File: src/rtl/control_espirometro.sv
// Spirometer front-end sequencer: removes the baseline offset from raw flow samples and
// walks the test through IDLE/ESPERA/MEDICION/FIN, strobing each sample one cycle later.
module control_espirometro #(
  parameter logic [7:0] UMBRAL       = 8'd6,
  parameter int         N_ARRANQUE   = 3,
  parameter int         N_PARO       = 8,
  parameter int         MAX_MUESTRAS = 3000,
  parameter int         ANCHO_CNT    = 12
) (
  input  logic       iClk,
  input  logic       iReset,
  input  logic       iCE,
  input  logic [7:0] ivMuestra,
  input  logic       iInicio,
  output logic [7:0] ovDatos,
  output logic [1:0] ovStateMachine,
  output logic       oCE,
  output logic       oTimeout
);

  typedef enum logic [1:0] {
    IDLE     = 2'b00,
    ESPERA   = 2'b01,
    MEDICION = 2'b10,
    FIN      = 2'b11
  } estado_t;

  localparam logic [ANCHO_CNT-1:0] CNT_MAX  = '1;
  localparam logic [ANCHO_CNT-1:0] UNO      = ANCHO_CNT'(1);
  localparam logic [ANCHO_CNT-1:0] ARRANQUE = ANCHO_CNT'(N_ARRANQUE);
  localparam logic [ANCHO_CNT-1:0] PARO     = ANCHO_CNT'(N_PARO);
  localparam logic [ANCHO_CNT-1:0] MAXM     = ANCHO_CNT'(MAX_MUESTRAS);

  estado_t              estado;
  logic [7:0]           offset;
  logic                 offset_pend;
  logic [ANCHO_CNT-1:0] racha, muestras;
  logic [ANCHO_CNT-1:0] racha_inc, muestras_inc;
  logic [8:0]           diff;
  logic [7:0]           corr;
  logic                 flujo;

  // 9-bit difference so a sample below the baseline clamps to 0 instead of wrapping.
  always_comb begin
    diff         = {1'b0, ivMuestra} - {1'b0, offset};
    corr         = diff[8] ? 8'd0 : diff[7:0];
    flujo        = corr > UMBRAL;
    racha_inc    = (racha == CNT_MAX) ? racha : racha + UNO;
    muestras_inc = (muestras == CNT_MAX) ? muestras : muestras + UNO;
  end

  assign ovStateMachine = estado;

  always_ff @(posedge iClk or negedge iReset) begin
    if (!iReset) begin
      estado      <= IDLE;
      offset      <= 8'd0;
      offset_pend <= 1'b0;
      racha       <= '0;
      muestras    <= '0;
      ovDatos     <= 8'd0;
      oCE         <= 1'b0;
      oTimeout    <= 1'b0;
    end else begin
      oCE <= iCE;
      if (iCE) ovDatos <= 8'd0;
      case (estado)
        IDLE: begin
          if (iInicio) begin
            estado   <= ESPERA;
            racha    <= '0;
            muestras <= '0;
            if (iCE) begin
              offset      <= ivMuestra;
              offset_pend <= 1'b0;
            end else begin
              offset_pend <= 1'b1;
            end
          end
        end
        ESPERA: begin
          if (iCE) begin
            if (offset_pend) begin
              offset      <= ivMuestra;
              offset_pend <= 1'b0;
              racha       <= '0;
            end else begin
              ovDatos <= corr;
              if (!flujo) begin
                racha <= '0;
              end else if (racha_inc >= ARRANQUE) begin
                estado   <= MEDICION;
                racha    <= '0;
                muestras <= UNO;
              end else begin
                racha <= racha_inc;
              end
            end
          end
        end
        MEDICION: begin
          if (iCE) begin
            ovDatos  <= corr;
            muestras <= muestras_inc;
            racha    <= flujo ? '0 : racha_inc;
            // A quiet-run end takes priority over the timeout on the same sample.
            if (!flujo && racha_inc >= PARO) begin
              estado   <= FIN;
              oTimeout <= 1'b0;
              racha    <= '0;
              muestras <= '0;
            end else if (muestras_inc >= MAXM) begin
              estado   <= FIN;
              oTimeout <= 1'b1;
              racha    <= '0;
              muestras <= '0;
            end
          end
        end
        FIN: begin
          if (iInicio) begin
            estado   <= IDLE;
            oTimeout <= 1'b0;
            racha    <= '0;
            muestras <= '0;
          end
        end
        default: estado <= IDLE;
      endcase
    end
  end

endmodule

File: config.mk
export PLATFORM = sky130hd
export DESIGN_NAME = control_espirometro
export DESIGN_NICKNAME = d
export VERILOG_FILES = /design/src/rtl/control_espirometro.sv
export SDC_FILE = /design/constraint.sdc
export NUM_CORES = 1
export LEC_CHECK = 0
export BUFFER_PORTS_ARGS = -buffer_cell sky130_fd_sc_hd__buf_2
export CAP_MARGIN = 20
export CORE_MARGIN = 2
export CORE_UTILIZATION = 64
export CTS_CLUSTER_SIZE = 25
export DETAILED_ROUTE_END_ITERATION = 8
export MAX_ROUTING_LAYER = met4
export PLACE_DENSITY = 0.84
export SETUP_SLACK_MARGIN = 0.05
export SYNTH_ARGS = -nofsm -noshare
export SYNTH_HDL_FRONTEND = slang
export SYNTH_SLANG_ARGS = --single-unit
export TNS_END_PERCENT = 100
File: constraint.sdc
create_clock -name iClk -period 4.3 [get_ports iClk]
set_input_delay 0.86 -clock iClk [delete_from_list [all_inputs] [get_ports iClk]]
set_output_delay 0.86 -clock iClk [all_outputs]
set_load 0.05 [all_outputs]
==> reports/metrics.yaml, run 1 <==
cp.arrival_ns: 3.70
cts_htree_levels: 2
grt_remaining_overflow: 0
ys.warnings.count: 0
die_h_um: 72.4
place.gp.congestion: 0.875
ir_drop_mv: 0.528
end_kind: "register"
cts_made_buffers: 5
place.port_buffers: 23
io-pin-count: 24
dr.pass1.iters: 4
clkLatencyLatePin_ns: 0.30
syn_inst: 330
avgRoutedWirePerCell_um: 15.8
synth_nets: 357
syn2layout_area_growth_pct: 10.0
syn_area_um2: 3000
ys_ff_latch: 45
viasPerCell: 6.25
grt.total_usage_pct: 27.5
grt_first_pass_wirelength_um: 11200
drt-total-wl_um: 6460
start_kind: "input pin"
ys_async_sr_fraction_pct: 100
num_vias: 2549
crit_type: "input pin to register"
start_util_pct: 67.4
syn_area_per_cell_um2: 9.08
power_mw: 2.23
clkTransAtPathRegs_ns: 0.08
cts.sinks: 45
tightest_slew_ns: 0.551
synth_cell_types: 64
ctsResizeCount: 0
die_area_um2: 5240
cp_cell_sequence: "buf_2 > inv_1 > ha_1 > fa_1 > nand2b_1 > a21oi_1 > a31oi_1 > o21ai_0 > o41ai_4 > a21boi_4 > nand2_1 > o22ai_1"
root_buffer: "clkbuf_8"
grt_pass1_vias: 2437
drive_gt1_share_pct: 16.3
antenna_found_initial: 0
power.density_nw_per_um2: 678
core-area_um2: 4440
status: "complete, no violations"
ant_nets: 0
first_iter_violations: 163
dp_cells: 399
route.detailed.drc: 0
power_leakage_nw: 1.47
crit_slowest_cell: "a21boi_4"
cts_buffer_depth: 2
cp_max_fo: 19
min_path_type: "register to register"
ys_seq_area_share_pct: 37.6
cp_top_family: "compound AO/OA/AOI/OAI gates"
synth_edf_count: 0
required_ns: 4.51
cts_tree: "done"
tns_ns: 0
min_period_ns: 3.49
fin_nets: 382
rows: 24
synth_ff_type: "dfrtp_1"
ctsHoldBuffers: 0
post_cts_buffers: 0
fmax_mhz: 287
fin_skew_ns: 0.00561
timing.final.hold_violations: 0
cp_num_buf_inv: 2
grt_max_degree: 46
antenna-diode-count: 0
slew_headroom_pct: 63.1
cap_violations: 0
setup_viol: 0
die_w_um: 72.4
grt_setup_unrepaired: "false"
instances_no_fill: 408
dpl.hpwl_um: 4590
whs_ns: 0.500
cpPeakStageDelay_ns: 0.51
maxSlewViolCount: 0
post-route-period-util_pct: 81.1
-- tightest hold or removal path, delay by kind of cell, from the launching register on --
kind               cells  cell delay, ns
DFF                    1            0.36
AOI/OAI and AO/OA      1            0.06
and+or+nand+nor        1            0.05
-- final timing paths --
check | slack, ns | endpoint | cells past startpoint | from
min reg2reg | 0.50 | offset[0] | 2 | offset[0]
max in group asynchronous | 3.27 | oTimeout | 2 | iReset
min | 0.50 | offset[0] | 2 | offset[0]
min in group asynchronous | 0.53 | racha[9] | 1 | iReset
max reg2reg | 1.08 | muestras[10] | 10 | offset[0]
max | 0.81 | muestras[10] | 12 | ivMuestra[0]
-- cells in the final DEF (no fill, tap or decap), types with 5 or more instances in the layout --
cell type / synthesis / routed
a21oi_1: 18 / 18
a31oi_1: 7 / 7
and2_1: 16 / 16
and3_1: 7 / 7
buf_2: 4 / 23
clkbuf_8: 0 / 6
dfrtp_1: 45 / 45
ha_1: 14 / 14
inv_1: 24 / 24
mux2_2: 8 / 8
nand2_1: 26 / 26
nand2b_1: 5 / 5
nand3_1: 17 / 17
nand3b_1: 5 / 5
nand4_1: 6 / 6
nor2_1: 24 / 24
o21ai_0: 19 / 19
o22ai_1: 5 / 5
o2bb2ai_1: 5 / 5
xnor2_1: 7 / 7
-- state kept, by name, summed over array words and instances, names as in the netlist --
signal and cells:
offset_pend 1, racha 12, ovDatos 8, ovStateMachine 2, oCE 1, oTimeout 1, offset 8, muestras 12
-- power breakdown --
part	internal, mW	leakage, nW	switching [mW]	total (mW)
sequential	0.527	0.596	0.0806	0.608
combinational	0.462	0.814	0.829	1.29
clock	0.190	0.0585	0.146	0.335
-- per-layer routing --
| layer | wire [um] | track usage (%) | share of wire (%) |
|---|---|---|---|
| met2 | 3040 | 42.3 | 47 |
| met1 | 2950 | 37.5 | 46 |
| met5 | 0 | - | 0 |
| met4 | 80 | 7.82 | 1.2 |
| met3 | 390 | 5.14 | 6.0 |
-- synthesized netlist by cell type (5+ instances only) --
library cell  number  share of area (%)
nor2_1            24                3.0
nand4_1            6                1.3
mux2_2             8                3.0
inv_1             24                3.0
a21oi_1           18                3.0
ha_1              14                5.8
o22ai_1            5                1.0
and3_1             7                1.5
nand2_1           26                3.3
xnor2_1            7                2.0
o21ai_0           19                3.2
dfrtp_1           45                 38
nand2b_1           5                1.0
nand3_1           17                2.8
nand3b_1           5                1.3
and2_1            16                3.3
a31oi_1            7                1.5
o2bb2ai_1          5                1.5
-- logic make-up (layout without fill, tap and decap cells) --
family | count (synthesis) | in the layout | share of synthesized area, %
mux | 11 | 11 | 4.01
simple gates | 130 | 130 | 24.1
fa+ha+maj | 15 | 15 | 6.52
xor+xnor | 8 | 8 | 2.34
buf+inv | 34 | 60 | 4.68
compound gates | 87 | 87 | 20.7
flops | 45 | 45 | 37.6
-- stage by stage --
step,setup WS (ns),utilization (%),instance area (um2)
3_5_place_dp,0.519,70.9,3150
5_1_grt,0.486,74.2,3300
3_3_place_gp,0.699,70.9,3150
4_1_cts,0.819,73.5,3270
2_1_floorplan,0.886,-,3000
6_report,0.812,74.2,3300
-- cell type report --
type | count | area (um2)
Clock inverter | 1 | 30.0
Fill cell | 337 | 1150
Inverter | 25 | 93.8
Tap cell | 52 | 65.1
Multi-Input combinational cell | 251 | 1730
Timing Repair Buffer | 27 | 165
Clock buffer | 7 | 86.3
Sequential cell | 45 | 1130
Note: power is estimated with default switching activity, not from simulation.
==> run 2, diff against run 1 <==
--- a/config.mk
+++ b/config.mk
@@ -5,14 +5,15 @@
 export SDC_FILE = /design/constraint.sdc
 export NUM_CORES = 1
 export LEC_CHECK = 0
+export ABC_AREA = 1
 export BUFFER_PORTS_ARGS = -buffer_cell sky130_fd_sc_hd__buf_2
 export CAP_MARGIN = 20
 export CORE_MARGIN = 2
-export CORE_UTILIZATION = 64
+export CORE_UTILIZATION = 61
 export CTS_CLUSTER_SIZE = 25
 export DETAILED_ROUTE_END_ITERATION = 8
 export MAX_ROUTING_LAYER = met4
-export PLACE_DENSITY = 0.84
+export PLACE_DENSITY = 0.81
 export SETUP_SLACK_MARGIN = 0.05
 export SYNTH_ARGS = -nofsm -noshare
 export SYNTH_HDL_FRONTEND = slang
==> constraint.sdc (replaced) <==
create_clock -name iClk -period 3.3 [get_ports iClk]
set_input_delay 0.66 -clock iClk [delete_from_list [all_inputs] [get_ports iClk]]
set_output_delay 0.66 -clock iClk [all_outputs]
set_load 0.05 [all_outputs]
==> reports/metrics.yaml, run 2 <==
tightest_slew_ns: 0.553  # +0.00203 ns
avgRoutedWirePerCell_um: 11.8  # -25%
yosys-top-cells-area: "dfrtp_1 (34%), nand2_1 (18%), inv_1 (8.1%), nand3_1 (6.2%), nor2_1 (5.7%)"
cp_cell_sequence: "buf_2 > inv_1 > ha_1 > fa_1 > inv_1 > nand2_2 > nand2_2 > nand2_2 > nand2_2 > nand3_1 > nand3_1 > nor2_2 > nand2_2 > nand3_2 > nor2_2 > nand3_1 > nand2_1"
antenna_found_initial: 0  # unchanged
io-pin-count: 24  # unchanged
synth.most_common_cell: "nand2_1"
whs_ns: 0.337  # -0.163 ns
die_area_um2: 6070  # +16%
synth_area_leader_cell: "dfrtp_1"
place.gp.congestion: 0.921  # +5.3%
root_buffer: "clkbuf_8"
slew_headroom_pct: 63.1  # about the same
die_h_um: 77.9  # +7.6%
synthSimpleGateAreaFrac_pct: 39.8  # +16 points
synth_edf_count: 0  # unchanged
synth_fa_ha_area_share_pct: 5.85  # -0.66 points
min_path_type: "input pin to asynchronous set/reset pin"
synth_common_cells: "nand2_1 (162), inv_1 (72), nor2_1 (51)"
syn_area_um2: 3330  # +11%
regArea_um2: 1130  # unchanged
grt_first_pass_wirelength_um: 12800  # +15%
fin_nets: 546  # +43%
fill_cells: 465  # +38%
syn_area_per_cell_um2: 6.75  # -26%
crit_slowest_cell: "fa_1"
timing.final.hold_violations: 0  # unchanged
cts.sinks: 45  # unchanged
maxSlewViolCount: 0  # unchanged
m1WireLength_um: 3150  # +6.6%
num_vias: 3032  # +19%
first_iter_violations: 260  # +60%
drt-total-wl_um: 6980  # +8.1%
power_frac_seq_pct: 26.7  # -0.5 points
power_switching_share_pct: 49.5  # +2.2 points
synth_top_family_by_area: "simple AND/OR/NAND/NOR gates"
min_period_ns: 2.69
intPower_mw: 1.42  # +20%
cp.arrival_ns: 2.94  # -0.76 ns
clkLatencyLatePin_ns: 0.31  # about the same
final_cell_mix: "nand2_1 (162), inv_1 (72), nor2_1 (51)"
power.density_nw_per_um2: 769  # +14%
clkTransAtPathRegs_ns: 0.08  # about the same
syn2layout_area_growth_pct: 9.27
muxShareOfSynthArea_pct: 0  # -4.0 points
synth_xor_area_share_pct: 2.36  # +0.025 points
ant_nets: 0  # unchanged
ys_async_sr_fraction_pct: 100  # unchanged
grt_remaining_overflow: 0  # unchanged
drive_gt1_share_pct: 13.3  # -3.0 points
cap_violations: 0  # unchanged
cts_buffer_depth: 2  # unchanged
ys.warnings.count: 0  # unchanged
cp_num_buf_inv: 3  # +1
synth_ff_type: "dfrtp_1"
grt.total_usage_pct: 26.4  # -1.1 points
dpl.hpwl_um: 5160  # +12%
synth_compound_area_share_pct: 7.88  # -13 points
post_cts_buffers: 0  # unchanged
grt_pass1_vias: 2967  # +22%
grt_max_degree: 46  # unchanged
rows: 26  # +8.3%
wl_met3_um: 206  # -47%
core-area_um2: 5200  # +17%
syn_inst: 494  # +50%
viasPerCell: 5.14  # -18%
ys_seq_area_share_pct: 33.8  # -3.8 points
die_w_um: 77.9  # +7.6%
ctsHoldBuffers: 0  # unchanged
final_util_pct: 70.0  # -4.2 points
grt_setup_unrepaired: "false"
crit_type: "input pin to register"
ir_drop_mv: 0.585  # +11%
dr.pass1.iters: 4  # unchanged
fmax_mhz: 371
antenna-diode-count: 0  # unchanged
final_common_cell: "nand2_1"
cp_top_family: "simple AND/OR/NAND/NOR gates"
synth_cell_types: 34  # -47%
ctsResizeCount: 0  # unchanged
start_util_pct: 64.1  # -3.3 points
p_clk_share_pct: 15.7  # +0.7 points
cts_made_buffers: 5  # unchanged
route.detailed.drc: 0  # unchanged
worst-r2r-setup-slack_ns: 0.66  # -0.42 ns
crit_path_frequent_cell: "nand2_2"
end_kind: "register"
dr_wl_met2_um: 3550  # +17%
synth_nets: 521  # +46%
required_ns: 3.54  # -0.97 ns
multiInputGateArea_um2: 1860  # +7.7%
ys_ff_latch: 45  # unchanged
tns_ns: 0  # unchanged
cpPeakStageDelay_ns: 0.36  # -0.15 ns
highest_layer: "met4"
setup_viol: 0  # unchanged
fin_skew_ns: 0.00957  # +0.00397 ns
status: "complete, no violations"
cts_htree_levels: 2  # unchanged
cp_max_fo: 11  # -8
switchingPower_mw: 1.39  # +31%
cts_tree: "done"
start_kind: "input pin"
p_comb_share_pct: 57.6  # -0.2 points
synth_top_area_share_pct: 33.8  # -3.8 points
power_leakage_nw: 1.93  # +32%
post-route-period-util_pct: 81.6
reg_top3: "muestras (12), racha (12)"
place.port_buffers: 23  # unchanged
## run 2: cell types whose count changed after synthesis, sizes merged, moves of 6 or more
cell and delta:
nand2 +143, inv +51, nor2 +35, nand3 +33, and2 -16, a31oi -8, mux2 -8, and3 -7
o21ai -6, xor2 +6
## run 2: area by class of cell
type / instances / share of cell area (%)
inverters: 76 / 7.83
flip-flops and latches: 45 / 30.9
clock buffers: 7 / 2.37
well taps: 70 / 2.40
multi-input cells: 364 / 51.1
clock inverters: 1 / 0.824
repair buffers: 27 / 4.53
## run 2: worst register-to-register path, stage by stage (launching register included)
cell	delay, ns
dfrtp_1	0.39
ha_1	0.22
fa_1	0.36
inv_1	0.12
nand2_2	0.07
nand2_2	0.07
nand2_2	0.05
nand2_2	0.15
nand3_1	0.14
nand3_1	0.12
nor2_2	0.06
nand2_2	0.09
nand3_2	0.26
nor2_2	0.29
nand3_1	0.11
nand2_1	0.09
## run 2: layer usage
layer / vias up / GRT usage [%]
met5: - / -
met4: 0 / 7.19
met3: 8 / 3.02
met2: 45 / 46.4
met1: 1386 / 32.3
li1: 1593 / -
## run 2: kinds of logic (layout without fill, tap and decap cells)
kind of cell             Yosys count  after routing
AO/OA/AOI/OAI                     45             45
XOR/XNOR                           9              9
adder cells (fa/ha/maj)           15             15
buffers and inverters             85            111
flip-flops                        45             45
AND/OR/NAND/NOR                  295            295
## run 2: final timing paths
check / start / end / cells past startpoint
hold reg to reg: oTimeout / oTimeout / 2
max in group asynchronous: iReset / ovDatos[3] / 2
hold / removal: iReset / racha[11] / 1
setup / recovery: ivMuestra[0] / muestras[4] / 17
setup reg to reg: offset[0] / muestras[4] / 15
min in group iClk: oTimeout / oTimeout / 2
## run 2: stage by stage
| stage | instances | total power [mW] | setup slack [ns] | cell area, um2 |
|---|---|---|---|---|
| global placement | 581 | 2.31 | 0.435 | 3500 |
| finish | 590 | 2.80 | 0.606 | 3640 |
| detailed placement | 581 | 2.36 | 0.284 | 3500 |
| floorplan | 494 | 2.05 | 0.707 | 3330 |
| global route | 590 | 3.06 | 0.345 | 3640 |
| CTS | 589 | 2.81 | 0.602 | 3620 |
## run 2: power by group through the flow
stage                     logic (mW)  clock network, mW  registers, mW
final                           1.62              0.440          0.748
after global routing            1.83              0.467          0.767
after CTS                       1.61              0.446          0.748
after detailed placement        1.60                  0          0.757
after global placement          1.56                  0          0.754
after floorplan                 1.16                  0          0.891
==> run 3, diff against run 2 <==
--- a/config.mk
+++ b/config.mk
@@ -5,15 +5,15 @@
 export SDC_FILE = /design/constraint.sdc
 export NUM_CORES = 1
 export LEC_CHECK = 0
-export ABC_AREA = 1
+export ABC_AREA = 0
 export BUFFER_PORTS_ARGS = -buffer_cell sky130_fd_sc_hd__buf_2
 export CAP_MARGIN = 20
 export CORE_MARGIN = 2
-export CORE_UTILIZATION = 61
+export CORE_UTILIZATION = 60
 export CTS_CLUSTER_SIZE = 25
 export DETAILED_ROUTE_END_ITERATION = 8
 export MAX_ROUTING_LAYER = met4
-export PLACE_DENSITY = 0.81
+export PLACE_DENSITY = 0.8
 export SETUP_SLACK_MARGIN = 0.05
 export SYNTH_ARGS = -nofsm -noshare
 export SYNTH_HDL_FRONTEND = slang
==> constraint.sdc (replaced) <==
create_clock -name iClk -period 2.6 [get_ports iClk]
set_input_delay 0.52 -clock iClk [delete_from_list [all_inputs] [get_ports iClk]]
set_output_delay 0.52 -clock iClk [all_outputs]
set_load 0.05 [all_outputs]
==> reports/metrics.yaml, run 3 (synthesis results as in run 1) <==
drive_gt1_share_pct: 39.2  # +26 points
min_path_type: "input pin to register"
cp_max_fo: 7  # -4
clkTransAtPathRegs_ns: 0.09  # about the same
grt_max_degree: 24  # -48%
timing.final.hold_violations: 0  # unchanged
cts_made_buffers: 5  # unchanged
power.density_nw_per_um2: 1300  # +68%
rr_startpoint: "offset[2]"
clkLatencyLatePin_ns: 0.31  # about the same
grt_setup_unrepaired: "true"
final_util_pct: 88.3  # +18 points
grt.total_usage_pct: 35.7  # +9.3 points
fill_cells: 238  # -49%
status: "finished, violations left"
avgRoutedWirePerCell_um: 21.0  # +78%
final_cell_mix: "buf_4 (61), dfrtp_1 (45), nand2_1 (25)"
power_leakage_nw: 1.88  # -3.0%
whs_endpoint: "oCE"
post-route-period-util_pct: 112
regArea_um2: 1130  # unchanged
required_ns: 2.83  # -0.71 ns
cap_violations: 0  # unchanged
r2r_cells: 13  # -2
reg2reg_to: "muestras[7]"
setup_viol: 18  # +18
syn2layout_area_growth_pct: 40.1
num_vias: 3194  # +5.3%
holdPathStages: 1
fin_nets: 452  # -17%
cts_tree: "done"
cts.sinks: 45  # unchanged
drt-total-wl_um: 10400  # +49%
multiInputGateArea_um2: 2030  # +9.1%
core-area_um2: 4750  # -8.7%
route.detailed.drc: 0  # unchanged
dp_cells: 469  # -19%
maxSlewViolCount: 0  # unchanged
rows: 25  # -3.8%
cp-startpoint: "offset[2]"
final_common_cell: "buf_4"
ir_drop_mv: 1.22  # +110%
dr.pass1.iters: 5  # +1
violations: "negative setup slack"
reg_top3: "muestras (12), racha (12)"
grt_first_pass_wirelength_um: 14700  # +14%
worst-r2r-setup-slack_ns: -0.30  # -0.96 ns
crit_type: "register to register"
grt_pass1_vias: 3135  # +5.7%
die_h_um: 74.7  # -4.2%
die_area_um2: 5570  # -8.2%
start_kind: "register"
ant_nets: 0  # unchanged
io-pin-count: 24  # unchanged
min_period_ns: 2.90
cts_htree_levels: 2  # unchanged
tightest_slew_ns: 0.845  # +0.291 ns
layout_setup_ws_ns: -0.299  # -0.906 ns
place.port_buffers: 23  # unchanged
start_util_pct: 63.0  # -1.1 points
end_kind: "register"
dpl.hpwl_um: 5630  # +9.1%
place_area_um2: 3660  # +4.5%
fin_skew_ns: 0.00860  # -0.000976 ns
antenna_found_initial: 0  # unchanged
antenna-diode-count: 0  # unchanged
grt_remaining_overflow: 0  # unchanged
cts_buffer_depth: 2  # unchanged
hp-start: "iCE"
stdcell_area_um2: 4200  # +15%
cp.arrival_ns: 3.13  # +0.19 ns
root_buffer: "clkbuf_8"
fmax_mhz: 345
viasPerCell: 6.48  # +26%
place.gp.congestion: 0.917  # -0.39%
die_w_um: 74.7  # -4.2%
first_iter_violations: 397  # +53%
slew_headroom_pct: 43.1  # -20 points
instances_no_fill: 493  # -16%
-- run 3: cell types whose count changed in the layout (fill, tap and decap cells not counted), moves of 7 or more --
cell,delta
xor2_1,-7
inv_1,-50
a21oi_1,-12
buf_4,+58
buf_6,+10
nand2_1,-137
and2_1,+15
a21oi_2,+7
nand3_1,-28
nor2_1,-28
and3_1,+7
mux2_2,+7
-- run 3: timing repair --
action / 4_1_cts / 5_1_grt
pin swaps: 17 / 10
hold endpoints to repair: 2 / 0
hold buffers: 1 / 0
gates cloned: 2 / 0
buffers inserted: 10 / 3
endpoints found under the setup margin: 18 / 21
gates resized for setup: 39 / 19
-- run 3: worst max-delay path, stage by stage, from the launching register on --
cell and delay, ns:
dfrtp_1 0.42, inv_1 0.10, ha_4 0.28, nor2_2 0.05, a211oi_4 0.28, nor3_1 0.09, or3b_4 0.43, o41ai_4 0.31
buf_6 0.18, buf_6 0.12, o41ai_4 0.08, buf_4 0.19, buf_8 0.14, a21oi_2 0.15
-- run 3: how the worst max path moves through the flow --
| stage | endpoint | slack [ns] |
|---|---|---|
| 2_1_floorplan | ovStateMachine[0] | -0.17 |
| 3_3_place_gp | muestras[11] | -0.39 |
| 3_5_place_dp | muestras[11] | -0.55 |
| 4_1_cts | muestras[0] | -0.10 |
| 5_1_grt | muestras[7] | -0.39 |
| 6_report | muestras[7] | -0.30 |
-- run 3: cell type report --
type | count | share of cell area, %
Inverter | 25 | 2.53
Sequential cell | 45 | 26.8
Tap cell | 67 | 2.00
Timing Repair Buffer | 96 | 16.9
Clock buffer | 5 | 1.64
Clock inverter | 3 | 1.64
Multi-Input combinational cell | 252 | 48.4
-- run 3: per-stage QoR --
stage               power (mW)  TNS [ns]  worst slack, ns  hold WS (ns)
floorplan                 2.73     -1.93           -0.173         0.224
global placement          3.62     -6.16           -0.387         0.325
detailed placement        3.71     -8.49           -0.548         0.321
CTS                       4.94     -1.02           -0.101         0.407
global route              5.68     -5.93           -0.392         0.423
finish                    5.44     -3.92           -0.299         0.437
-- run 3: where the power goes --
group          switching [mW]  internal, mW
Combinational            2.10          1.66
Clock                   0.267         0.387
Sequential              0.155         0.871
Total                    2.52          2.92
-- run 3: layer usage --
metal	track usage, %	part of all wire (%)	vias to the layer above
met3	5.35	7.8	61
met5	-	0	-
met2	58.0	49	225
met1	44.0	38	1510
met4	16.3	4.8	0
li1	-	-	1398
